===== src/rtl/ptcalc_mul_pkg.sv =====
// Shared types, widths and round-robin helpers for the pt-calc multiplier arbiter.
package ptcalc_mul_pkg;

  localparam int unsigned MUL_A_W  = 19;
  localparam int unsigned MUL_B_W  = 12;
  localparam int unsigned MUL_P_W  = 31;
  localparam int unsigned RR_MAX   = 8;
  localparam int unsigned RR_IDX_W = 3;
  localparam int unsigned RR_J_W   = 4;

  typedef logic signed [MUL_A_W-1:0] mul_a_t;
  typedef logic signed [MUL_B_W-1:0] mul_b_t;
  typedef logic signed [MUL_P_W-1:0] mul_p_t;

  typedef struct packed {
    logic                hit;
    logic [RR_IDX_W-1:0] idx;
  } rr_pick_t;

  // First set bit of valid at or after ptr, wrapping modulo n.
  function automatic rr_pick_t rr_pick(input logic [RR_MAX-1:0] valid,
                                       input logic [RR_IDX_W-1:0] ptr,
                                       input int unsigned n);
    rr_pick_t          r;
    logic [RR_J_W-1:0] j;
    r = '0;
    for (int unsigned i = 0; i < RR_MAX; i++) begin
      j = RR_J_W'(ptr) + RR_J_W'(i);
      if (j >= RR_J_W'(n)) j = j - RR_J_W'(n);
      if (!r.hit && (i < n) && valid[j[RR_IDX_W-1:0]]) begin
        r.hit = 1'b1;
        r.idx = j[RR_IDX_W-1:0];
      end
    end
    return r;
  endfunction

  // Index after idx, wrapping at n (handles non-power-of-2 n).
  function automatic logic [RR_IDX_W-1:0] rr_inc(input logic [RR_IDX_W-1:0] idx,
                                                 input int unsigned n);
    logic [RR_J_W-1:0] s;
    s = RR_J_W'(idx) + RR_J_W'(1);
    return (s >= RR_J_W'(n)) ? '0 : s[RR_IDX_W-1:0];
  endfunction

endpackage


===== src/rtl/ptcalc_mul_pipe.sv =====
// Signed 19x12 multiplier followed by MUL_LAT data/id/valid register stages.
module ptcalc_mul_pipe
  import ptcalc_mul_pkg::*;
#(
  parameter int unsigned ID_W    = 2,
  parameter int unsigned MUL_LAT = 2
) (
  input  logic               ap_clk,
  input  logic               ap_rst,
  input  logic               op_valid,
  input  logic [MUL_A_W-1:0] op_a,
  input  logic [MUL_B_W-1:0] op_b,
  input  logic [ID_W-1:0]    op_id,
  output logic               res_valid,
  output logic [MUL_P_W-1:0] res_p,
  output logic [ID_W-1:0]    res_id,
  output logic               busy
);

  mul_p_t prod;

  // Both operands sign-extended to the product width; 19+12 bits never overflow 31.
  assign prod = MUL_P_W'($signed(op_a)) * MUL_P_W'($signed(op_b));

  if (MUL_LAT == 0) begin : g_nolat
    // Operand register loads only on grant, so the product already holds between results.
    assign res_valid = op_valid;
    assign res_p     = prod;
    assign res_id    = op_id;
    assign busy      = 1'b0;
  end else begin : g_lat
    logic [MUL_LAT-1:0] vld;
    mul_p_t             p_q  [MUL_LAT];
    logic [ID_W-1:0]    id_q [MUL_LAT];

    // Data stages load only behind a valid entry so the output holds otherwise.
    always_ff @(posedge ap_clk or posedge ap_rst) begin
      if (ap_rst) begin
        vld <= '0;
        for (int unsigned s = 0; s < MUL_LAT; s++) begin
          p_q[s]  <= '0;
          id_q[s] <= '0;
        end
      end else begin
        vld[0] <= op_valid;
        if (op_valid) begin
          p_q[0]  <= prod;
          id_q[0] <= op_id;
        end
        for (int unsigned s = 1; s < MUL_LAT; s++) begin
          vld[s] <= vld[s-1];
          if (vld[s-1]) begin
            p_q[s]  <= p_q[s-1];
            id_q[s] <= id_q[s-1];
          end
        end
      end
    end

    assign res_valid = vld[MUL_LAT-1];
    assign res_p     = p_q[MUL_LAT-1];
    assign res_id    = id_q[MUL_LAT-1];
    assign busy      = |vld;
  end

endmodule


===== src/rtl/ptcalc_mul_arbiter.sv =====
// Round-robin arbiter sharing one signed multiplier between NUM_REQ pt-calc requesters.
module ptcalc_mul_arbiter
  import ptcalc_mul_pkg::*;
#(
  parameter int unsigned NUM_REQ = 4,
  parameter int unsigned ID_W    = 2,
  parameter int unsigned MUL_LAT = 2
) (
  input  logic                       ap_clk,
  input  logic                       ap_rst,
  input  logic                       arb_en,
  input  logic [NUM_REQ-1:0]         req_valid,
  input  logic [NUM_REQ*MUL_A_W-1:0] req_a,
  input  logic [NUM_REQ*MUL_B_W-1:0] req_b,
  output logic [NUM_REQ-1:0]         req_ready,
  output logic                       res_valid,
  output logic [MUL_P_W-1:0]         res_p,
  output logic [ID_W-1:0]            res_id,
  output logic                       busy
);

  logic [ID_W-1:0]    rr_ptr;
  rr_pick_t           pick;
  logic               grant;
  logic [MUL_A_W-1:0] sel_a;
  logic [MUL_B_W-1:0] sel_b;
  logic               op_valid;
  logic [MUL_A_W-1:0] op_a;
  logic [MUL_B_W-1:0] op_b;
  logic [ID_W-1:0]    op_id;
  logic               pipe_busy;

  // Same-cycle grant and operand mux for the winning requester.
  always_comb begin
    pick      = rr_pick(RR_MAX'(req_valid), RR_IDX_W'(rr_ptr), NUM_REQ);
    grant     = arb_en & pick.hit;
    req_ready = '0;
    sel_a     = '0;
    sel_b     = '0;
    for (int unsigned i = 0; i < NUM_REQ; i++) begin
      if (RR_IDX_W'(i) == pick.idx) begin
        sel_a        = req_a[MUL_A_W*i +: MUL_A_W];
        sel_b        = req_b[MUL_B_W*i +: MUL_B_W];
        req_ready[i] = grant & ~ap_rst;
      end
    end
  end

  // Pointer and operand register; operand data only reloads on a grant.
  always_ff @(posedge ap_clk or posedge ap_rst) begin
    if (ap_rst) begin
      rr_ptr   <= '0;
      op_valid <= 1'b0;
      op_a     <= '0;
      op_b     <= '0;
      op_id    <= '0;
    end else begin
      op_valid <= grant;
      if (grant) begin
        rr_ptr <= ID_W'(rr_inc(pick.idx, NUM_REQ));
        op_a   <= sel_a;
        op_b   <= sel_b;
        op_id  <= ID_W'(pick.idx);
      end
    end
  end

  ptcalc_mul_pipe #(
    .ID_W    (ID_W),
    .MUL_LAT (MUL_LAT)
  ) u_pipe (
    .ap_clk    (ap_clk),
    .ap_rst    (ap_rst),
    .op_valid  (op_valid),
    .op_a      (op_a),
    .op_b      (op_b),
    .op_id     (op_id),
    .res_valid (res_valid),
    .res_p     (res_p),
    .res_id    (res_id),
    .busy      (pipe_busy)
  );

  assign busy = op_valid | pipe_busy;

endmodule


===== config.mk =====
export PLATFORM = sky130hd
export DESIGN_NAME = ptcalc_mul_arbiter
export DESIGN_NICKNAME = d
export VERILOG_FILES = /design/src/rtl/ptcalc_mul_pkg.sv /design/src/rtl/ptcalc_mul_pipe.sv /design/src/rtl/ptcalc_mul_arbiter.sv
export SDC_FILE = /design/constraint.sdc
export NUM_CORES = 1
export LEC_CHECK = 0
export CORE_MARGIN = 2
export CORE_UTILIZATION = 65
export DETAILED_ROUTE_END_ITERATION = 6
export DONT_BUFFER_PORTS = 1
export PLACE_DENSITY_LB_ADDON = 0.1
export SLEW_MARGIN = 15
export SYNTH_ARGS = -nofsm -noshare
export SYNTH_HDL_FRONTEND = slang
export SYNTH_SLANG_ARGS = --single-unit

===== constraint.sdc =====
create_clock -name ap_clk -period 6.73 [get_ports ap_clk]
set_input_delay 1.346 -clock ap_clk [delete_from_list [all_inputs] [get_ports ap_clk]]
set_output_delay 1.346 -clock ap_clk [all_outputs]
set_load 0.02 [all_outputs]

-- Word-level counts from Yosys, hierarchy flattened
Index checks and enable logic that the tools add are counted.
- $add $sub $neg: 8
- equality and inequality tests: 3
- multipliers: 1
- muxes and demuxes: 29
- magnitude comparators: 9
- reductions and logical operators: 8
- bitwise logic cells: 4
- shift operators: 0
- div/mod/pow operators: 0
- operator list (kind ; number):
    19-bit two-way mux ; 4
    12-bit two-way mux ; 4
    19-bit by 12-bit multiplier with 31-bit output ; 1
    3-bit by 4-bit < comparator with 1-bit output (second input constant) ; 4
    4-bit two-way mux ; 4
    1-bit binary-select mux with 3-bit select ; 4
    3-bit two-way mux ; 4
    3-bit >= comparator (second input constant) ; 3
    3-bit subtractor (second input constant) ; 3
    1-bit two-way mux ; 8
    2-bit by 2-bit adder with 3-bit output (second input constant) ; 2
    2-bit by 3-bit equality test with 1-bit output (first input constant) ; 2
    3-bit by 1-bit adder with 4-bit output (second input constant) ; 1
    4-bit by 3-bit >= comparator with 1-bit output (second input constant) ; 1
    2-bit by 1-bit adder with 3-bit output (second input constant) ; 1
    1-bit by 3-bit equality test with 1-bit output (first input constant) ; 1
    2-bit by 3-bit >= comparator with 1-bit output (second input constant) ; 1
    1-bit logical AND ; 3
    1-bit zero test ; 3
    3-bit zero test ; 1
    2-bit by 3-bit subtractor with 3-bit output (second input constant) ; 1
    1-bit bitwise AND ; 2
    2-bit two-way mux ; 1
    2-bit OR reduction ; 1
    other kinds (2) ; 2
- bits in read-only memories: 0
- latch bits: 0
- output and inout port bits: 39
- memories kept: 0
- bits in writable memories: 0
- input port bits: 131
- register bits: 104

-- Depth between registers and ports, before layout
Gate-level depths: netlist of the first run.
- word-level depth: 19
- depth in mapped cells: 21
- mapped depth without buffers: 19

-- By module
A second synthesis of the first run with hierarchy kept.
- cell total of the unflattened synthesis: 1460
- area total of the unflattened synthesis: 13694.4 um2
- by module, submodules not included (module ; cells each ; area each (um2) ; instances ; sequential area each (um2)):
    ptcalc_mul_pipe ; 1125 ; 10781.6 ; 1 ; 1701.6
    ptcalc_mul_arbiter ; 335 ; 2912.8 ; 1 ; 900.9

-- Worst setup path after synthesis of the first run
OpenSTA, ideal clock, no wires.
- path type: flip-flop to flip-flop
- start point: register op_a[18]
- end point: register u_pipe.g_lat.p_q[60] in the netlist's numbering
- arrival time: 5332 ps
- path buffers: 1
- cell stages (with the launch flop): 21
- library setup time: 120 ps
- setup slack: 1278 ps
- path through: dfrtp_1 clkbuf_1 nand2_1 fa_1 inv_1 ha_1 inv_1 fa_1 inv_1 fa_1 inv_1 fa_1 inv_1 ha_1 and2_1 a221o_1 a21o_1 a21oi_2 o21ai_0 or3_1 a31o_1
- word-level cells in the longest chain between the ends: 1
- RTL lines (element ; line ; RTL):
    start: declaration ; ptcalc_mul_arbiter.sv:28 ; logic [MUL_A_W-1:0] op_a;
    start signal: assignment ; ptcalc_mul_arbiter.sv:61 ; op_a <= sel_a;
    19-bit by 12-bit multiplier with 31-bit output ; ptcalc_mul_pipe.sv:23 ; assign prod = MUL_P_W'($signed(op_a)) * MUL_P_W'($signed(op_b));
    end signal: indexed assignment ; ptcalc_mul_pipe.sv:53 ; p_q[s] <= p_q[s-1];
    end: declaration ; ptcalc_mul_pipe.sv:33 ; mul_p_t p_q [MUL_LAT];
Every way passes these cells.
A chain may end at the register's enable or synchronous reset.

-- Worst setup path in the final report of the first run
- start point: register op_b[11]
- end point: register u_pipe.g_lat.p_q[61] in the netlist's numbering
- word-level cells in the longest chain between the ends: 1
- RTL lines (element ; line ; RTL):
    start: declaration ; ptcalc_mul_arbiter.sv:29 ; logic [MUL_B_W-1:0] op_b;
    start signal: assignment ; ptcalc_mul_arbiter.sv:62 ; op_b <= sel_b;
    19-bit by 12-bit multiplier with 31-bit output ; ptcalc_mul_pipe.sv:23 ;
Every way passes these cells.

==> summary.txt, run 1 <==
Run status
  • Status: complete, no violations

Synth
  • Post-synth cell types: 67
  • Synth Area per Inst: a little over 9 um^2
  • Mapped Area: 13740 um^2
  • EDFF count, synth: 0
  • Synth top cells by count: 260 x inv_1, 208 x fa_1, 194 x nand2_1, 104 x dfrtp_1, 99 x nor2_1
  • Sequential area share after synthesis: about a fifth
  • Gate Count Post-Synth: 1496
  • Syn nets: 1910
  • Async SR Flop Fraction: between 90% and 100%
  • Ys flop type: dfrtp_1
  • Yosys reg bits: approximately 100
  • Top cell type's share of synthesized area: a little under a third
  • Most frequent cell after synthesis: inv_1
  • Area leader, netlist: fa_1
  • Synth top area cells: fa_1 30%, dfrtp_1 19%, inv_1 7.1%
  • Synth Warn #: 0

Global routing
  • Global route total overflow: 0
  • Number of global-route vias before repair: about 10k
  • Pin count of the biggest net entering global routing: slightly below 70
  • Initial antenna violation count: 0
  • Global-route wire length before repair: 50250 um
  • GRT Total Usage: about 29%

Cells and area
  • Nets: ~1.8k
  • Post-Layout Cell Count: ~1.7k
  • FF+latch area: 2604 um^2
  • Final core utilization: between 60 and 70%
  • Share of post-route cells with drive strength above 1: 9.565%
  • Multi-input logic area: between 9000 and 10000 um^2
  • Area added between synthesis and finish: 0.8736%
  • # fillers: approximately 1.8k
  • Final instance area: 13860 um^2
  • ANT cells: 0

Die
  • Initial core utilization: 65.80%
  • Rows: 53
  • DIE AREA: 22320 um^2
  • Die X: roughly 150 um
  • Core area: 20890 um^2
  • I/O pin count: 170
  • Die Y: around 150 um

STA
  • Worst-Margin Slew: between 1 and 1.5 ns
  • Fin. Hold Viols: 0
  • Setup TNS: 0 ns
  • Final min period: 5.978 ns
  • Final period utilization: 88.82%
  • Count of final setup violators: 0
  • Slew Viols, Final: 0
  • Clock Skews: roughly 0.015 ns
  • RSZ-0062 raised after global routing: false
  • Slew HR: between 20 and 30%
  • Peak Freq: between 150 and 200 MHz

Placed design
  • Hpwl dp: 22810 um
  • Placed cell count: 1660
  • Post-DP Area: approximately 14000 um^2
  • PortBufs: 0
  • Gp weighted congestion: about 0.9

Routing
  • Total Wirelength: 29290 um
  • DR DRC count: 0
  • DRT antenna net count: 0
  • Initial detailed-routing violation count: between 500 and 600
  • Via count: around 9.7k
  • Via-to-Cell Ratio: ~5.8
  • Wire per inst: 17.47 um
  • Pre-antenna DRT Iters: 5

Clock tree
  • Worst-path clk slew: roughly 0.08 ns
  • Clk Latency, worst-skew pair: 0.37 ns
  • Root Driver: clkbuf_16
  • Htree depth: 3
  • # clock sinks: around 100
  • CTS Buffer Depth: 2
  • Post-CTS Setup Bufs: 0
  • Hold_buf cts: 0
  • CTS resizes: 0
  • CTS tree: yes
  • Inserted Clock Buffers: 9

Setup path
  • Worst Path Class, Setup: register to register
  • CP Capture Type: register
  • Critical path launch point type: register
  • CP Max Fanout: 18
  • Worst EP required: around 7 ns
  • Crit path DAT: between 6 and 7 ns

Min path
  • Hold crit path type: register to register

Job
  • Max Cap Viol: 0
==> worst paths after layout <==
check                                                        end  slack (ns)                              from  cells past startpoint
worst max-delay path            u_pipe.g_lat.p_q[61]$_DFFE_PP0P_        0.75              op_b[11]$_DFFE_PP0P_                     17
worst min-delay path            u_pipe.g_lat.p_q[42]$_DFFE_PP0P_        0.48  u_pipe.g_lat.p_q[42]$_DFFE_PP0P_                      1
worst max register to register  u_pipe.g_lat.p_q[61]$_DFFE_PP0P_        0.75              op_b[11]$_DFFE_PP0P_                     17
worst min register to register  u_pipe.g_lat.p_q[42]$_DFFE_PP0P_        0.48  u_pipe.g_lat.p_q[42]$_DFFE_PP0P_                      1
max in group asynchronous       u_pipe.g_lat.p_q[52]$_DFFE_PP0P_        4.62                            ap_rst                      2
min in group asynchronous                    op_a[0]$_DFFE_PP0P_        0.91                            ap_rst                      1
==> metrics by stage <==
step	setup WS, ns	hold WS, ns
5_1_grt	0.4064	0.5014
6_report	0.7521	0.4794
3_5_place_dp	0.7782	0.4718
3_3_place_gp	0.9366	0.4667
2_1_floorplan	1.278	0.3519
4_1_cts	0.7212	0.4898
==> cells in the final DEF (no fill, tap or decap), types with 3 or more instances in the layout <==
cell type  netlist  routed
o21bai_1         3       3
a211oi_1         3       3
xor2_1           3       3
a21o_1          11      11
dfrtp_1        104     103
nor2b_1          5       4
inv_1          260     259
nand2b_1         6       6
xnor2_1         21      21
nand3_1          5       5
and2_1          75      75
a31oi_1          4       4
inv_6            0       4
o22ai_1          3       3
ha_1            75      73
fa_1           208     208
o21a_1           5       5
mux2_2          54      54
nand2_2          3       3
nor3_1           7       7
a22oi_1         33      33
a21oi_1         57      57
o21ai_0         22      22
buf_4           35      10
nand4_1          3       3
nor2_1          99      99
o31a_1           3       3
mux2i_1          6       6
clkbuf_16        0       9
o21ai_1         29      29
or3_1            4       4
nand2_1        194     194
a22oi_2         29      29
==> layer usage <==
layer  routed length (um)  up-vias  GRT usage, %
li1                     -     4456             -
met1                11590     4952         34.20
met2                15880      202         53.65
met3                 1073       44         4.116
met4                  740        0         8.857
met5                    0        -             0
==> sequential cells by signal (all words and copies together) (netlist names) <==
signal	flops
u_pipe.g_lat.p_q	31
u_pipe.res_id	2
u_pipe.g_lat.vld	2
u_pipe.res_p	31
op_a	19
op_valid	1
rr_ptr	2
u_pipe.g_lat.id_q	2
op_id	2
op_b	12
==> cell families (layout without fill, tap and decap cells) <==
| logic type | Yosys count | count (layout) | share of synthesized area, % |
|---|---|---|---|
| AND/OR/NAND/NOR | 415 | 415 | 13.64 |
| buffers and inverters | 382 | 287 | 11.65 |
| XOR/XNOR | 25 | 25 | 1.648 |
| flip-flops | 104 | 104 | 18.93 |
| AO/OA/AOI/OAI | 224 | 224 | 11.71 |
| multiplexers | 63 | 63 | 5.298 |
| adder cells (fa/ha/maj) | 283 | 283 | 37.12 |
==> critical path, cell delays in order, from the launching register on <==
cell and delay, ns:
dfrtp_1 0.48, clkinv_1 0.59, nor2_1 0.33, fa_1 0.48, fa_1 0.51, fa_1 0.46
fa_1 0.50, inv_1 0.05, fa_1 0.47, inv_1 0.04, ha_1 0.41, nand2_2 0.11
or3_1 0.37, a21oi_1 0.13, a21boi_2 0.26, a221oi_2 0.12, or3_1 0.41, a41oi_2 0.18
==> cell type report <==
| class | instances | area share [%] |
|---|---|---|
| clock buffers | 9 | 1.624 |
| flip-flops and latches | 104 | 18.78 |
| clock inverters | 7 | 0.6137 |
| multi-input cells | 1010 | 68.87 |
| well taps | 275 | 2.482 |
| repair buffers | 10 | 0.5415 |
| inverters | 261 | 7.084 |
Power of run 1 is left out: the tool's default activity adds up to more than one toggle a clock period on the data nets, which glitch-free logic cannot reach.
==> inputs of run 2 (changes only) <==
ABC_AREA = 1   (was unset)
==> run 2 against run 1 <==
  * Die area is 3.9% higher
  * Final cell count up 23%
  * Highest routed layer unchanged
  * Maximum frequency rose by 2.5%
  * Sequential share of layout area decreased by 0.64 points
  * Via count grew 17%
==> summary.txt, run 2 <==
Run status
  • Status: complete, no violations

Routing
  • Pre-antenna DRT Iters: 7 (+2)
  • Via-to-Cell Ratio: 5.486 (-4.8%)
  • DRT antenna net count: 0 (unchanged)
  • DR DRC count: 0 (unchanged)
  • Wire per inst: 16.17 um (-7.5%)
  • Via count: 11.28k (+17%)
  • Total Wirelength: 33260 um (+14%)
  • Initial detailed-routing violation count: 729 (+40%)

Job
  • Max Cap Viol: 0 (unchanged)

Synth
  • Synth top area cells: fa_1 29%, dfrtp_1 18%, nand2_1 11%
  • Yosys reg bits: 104 (unchanged)
  • Synth Warn #: 0 (unchanged)
  • Synth top cells by count: 437 x nand2_1, 409 x inv_1, 208 x fa_1, 114 x nor2_1, 104 x dfrtp_1
  • Most frequent cell after synthesis: nand2_1
  • Post-synth cell types: 37 (-45%)
  • Gate Count Post-Synth: 1884 (+26%)
  • Syn nets: 2298 (+20%)
  • Synth Area per Inst: 7.590 um^2 (-17%)
  • Ys flop type: dfrtp_1
  • Async SR Flop Fraction: 100.0% (unchanged)
  • EDFF count, synth: 0 (unchanged)
  • Top cell type's share of synthesized area: 29.12% (-1.2 points)
  • Mapped Area: 14300 um^2 (+4.0%)
  • Area leader, netlist: fa_1
  • Sequential area share after synthesis: 18.20% (-0.74 points)

Global routing
  • Number of global-route vias before repair: 11.54k (+11%)
  • Pin count of the biggest net entering global routing: 66 (-4.3%)
  • Initial antenna violation count: 0 (unchanged)
  • GRT Total Usage: 29.84% (+1.1 points)
  • Met2 usage: 48.11% (-5.5 points)
  • Global-route wire length before repair: 56570 um (+13%)
  • Met3 usage: 6.570% (+2.5 points)
  • Global route hottest layer: met2
  • Global route total overflow: 0 (unchanged)
  • Routing usage on met1: 41.47% (+7.3 points)

Clock tree
  • Post-CTS Setup Bufs: 0 (unchanged)
  • Worst-path clk slew: 0.08 ns (about the same)
  • # clock sinks: 104 (unchanged)
  • Root Driver: clkbuf_16
  • Clk Latency, worst-skew pair: 0.38 ns (about the same)
  • CTS tree: yes
  • Hold_buf cts: 0 (unchanged)
  • Inserted Clock Buffers: 9 (unchanged)
  • CTS resizes: 0 (unchanged)
  • CTS Buffer Depth: 2 (unchanged)
  • Htree depth: 3 (unchanged)

Die
  • Core area: 21690 um^2 (+3.8%)
  • Die X: 152.3 um (+1.9%)
  • Rows: 54 (+1.9%)
  • Initial core utilization: 65.93% (+0.14 points)
  • Die Y: 152.3 um (+1.9%)
  • DIE AREA: 23200 um^2 (+3.9%)
  • I/O pin count: 170 (unchanged)

Setup path
  • Critical path launch point type: register
  • Worst EP required: 6.99 ns (-0.03 ns)
  • CP Capture Type: register
  • R2R Setup Slk: 0.90 ns (+0.14 ns)
  • Worst Path Class, Setup: register to register
  • Crit path DAT: 6.09 ns (-0.17 ns)
  • CP Max Fanout: 20 (+2)

Placed design
  • Gp weighted congestion: 0.9241 (unchanged)
  • PortBufs: 0 (unchanged)
  • Hpwl dp: 26650 um (+17%)

STA
  • Fin. Hold Viols: 0 (unchanged)
  • Worst-Margin Slew: 1.107 ns (+0.01953 ns)
  • Count of final setup violators: 0 (unchanged)
  • Slew Viols, Final: 0 (unchanged)
  • Clock Skews: 0.01645 ns (+0.001470 ns)
  • RSZ-0062 raised after global routing: false
  • Setup TNS: 0 ns (unchanged)
  • Final min period: 5.834 ns (-0.1439 ns)
  • Peak Freq: 171.4 MHz (+2.5%)
  • Final period utilization: 86.69% (-2.1 points)
  • Slew HR: 26.21% (-0.97 points)

Cells and area
  • Share of post-route cells with drive strength above 1: 2.757% (-6.8 points)
  • Area added between synthesis and finish: 0.3499%
  • # fillers: 1923 (+8.1%)
  • Most frequent cells in the layout: 437 x nand2_1, 407 x inv_1, 208 x fa_1
  • Nets: 2186 (+21%)
  • FF+latch area: 2603 um^2 (about the same)
  • Multi-input logic area: 9474 um^2 (-0.79%)
  • Commonest non-fill, non-tap cell in the layout: nand2_1
  • ANT cells: 0 (unchanged)

Min path
  • Hold crit path type: register to register
==> run 2: cells by family after synthesis <==
family                   Yosys count  share of synthesized area [%]
AND/OR/NAND/NOR                  782                          23.86
buffers and inverters            543                          15.57
adder cells (fa/ha/maj)          283                          35.68
AO/OA/AOI/OAI                    156                          5.714
flip-flops                       104                          18.20
XOR/XNOR                          16                         0.9800
==> run 2: per-layer routing <==
layer | routed length, um | share of wire, % | vias up
met2 | 15370 | 46 | 444
met1 | 14700 | 44 | 5367
li1 | - | - | 5407
met5 | 0 | 0 | -
met4 | 781 | 2.3 | 0
met3 | 2406 | 7.2 | 66
==> run 2: final cells by class <==
cell class	instances	share of cell area, %
Multi-Input combinational cell	1237	66.02
Sequential cell	104	18.14
Inverter	412	10.79
Tap cell	280	2.441
Clock buffer	9	1.569
Clock inverter	7	0.6191
Timing Repair Buffer	8	0.4185
==> run 2: path summary, 6_finish.rpt <==
| kind | cells after the start | start | endpoint |
|---|---|---|---|
| max | 21 | op_b[3]$_DFFE_PP0P_ | u_pipe.g_lat.p_q[61]$_DFFE_PP0P_ |
| min | 2 | u_pipe.g_lat.p_q[53]$_DFFE_PP0P_ | u_pipe.res_p[22]$_DFFE_PP0P_ |
| max reg2reg | 21 | op_b[3]$_DFFE_PP0P_ | u_pipe.g_lat.p_q[61]$_DFFE_PP0P_ |
| min reg2reg | 2 | u_pipe.g_lat.p_q[53]$_DFFE_PP0P_ | u_pipe.res_p[22]$_DFFE_PP0P_ |
| max in group asynchronous | 2 | ap_rst | u_pipe.g_lat.p_q[55]$_DFFE_PP0P_ |
| min in group asynchronous | 1 | ap_rst | u_pipe.g_lat.p_q[35]$_DFFE_PP0P_ |
==> run 2: per-stage QoR <==
stage                     utilization [%]  setup WS [ns]  cells  hold slack (ns)  instance area, um^2
after global routing                66.16         0.4774   2057           0.4957                14350
final                               66.16         0.8960   2057           0.4782                14350
after detailed placement            64.72         0.9090   2041           0.4589                14040
after global placement              64.72         0.9320   2041           0.4573                14040
after floorplan                         -          1.095   1884           0.3519                14300
after CTS                           66.16         0.8964   2057           0.4786                14350
==> run 2: critical path, cell delays in order (launching register included) <==
cell and delay, ns:
dfrtp_1 0.78, nand2_1 0.28, fa_1 0.68, inv_1 0.12
fa_1 0.58, inv_1 0.10, fa_1 0.48, inv_1 0.06
fa_1 0.53, inv_1 0.05, fa_1 0.53, inv_1 0.04
ha_1 0.35, nand2_1 0.11, nor3_1 0.24, nand2_1 0.16
nor4_1 0.20, nand2_1 0.17, nand2_1 0.10, nand2_1 0.05
nand3_1 0.07, nand2_1 0.05
Power of run 2 is left out for the same reason.
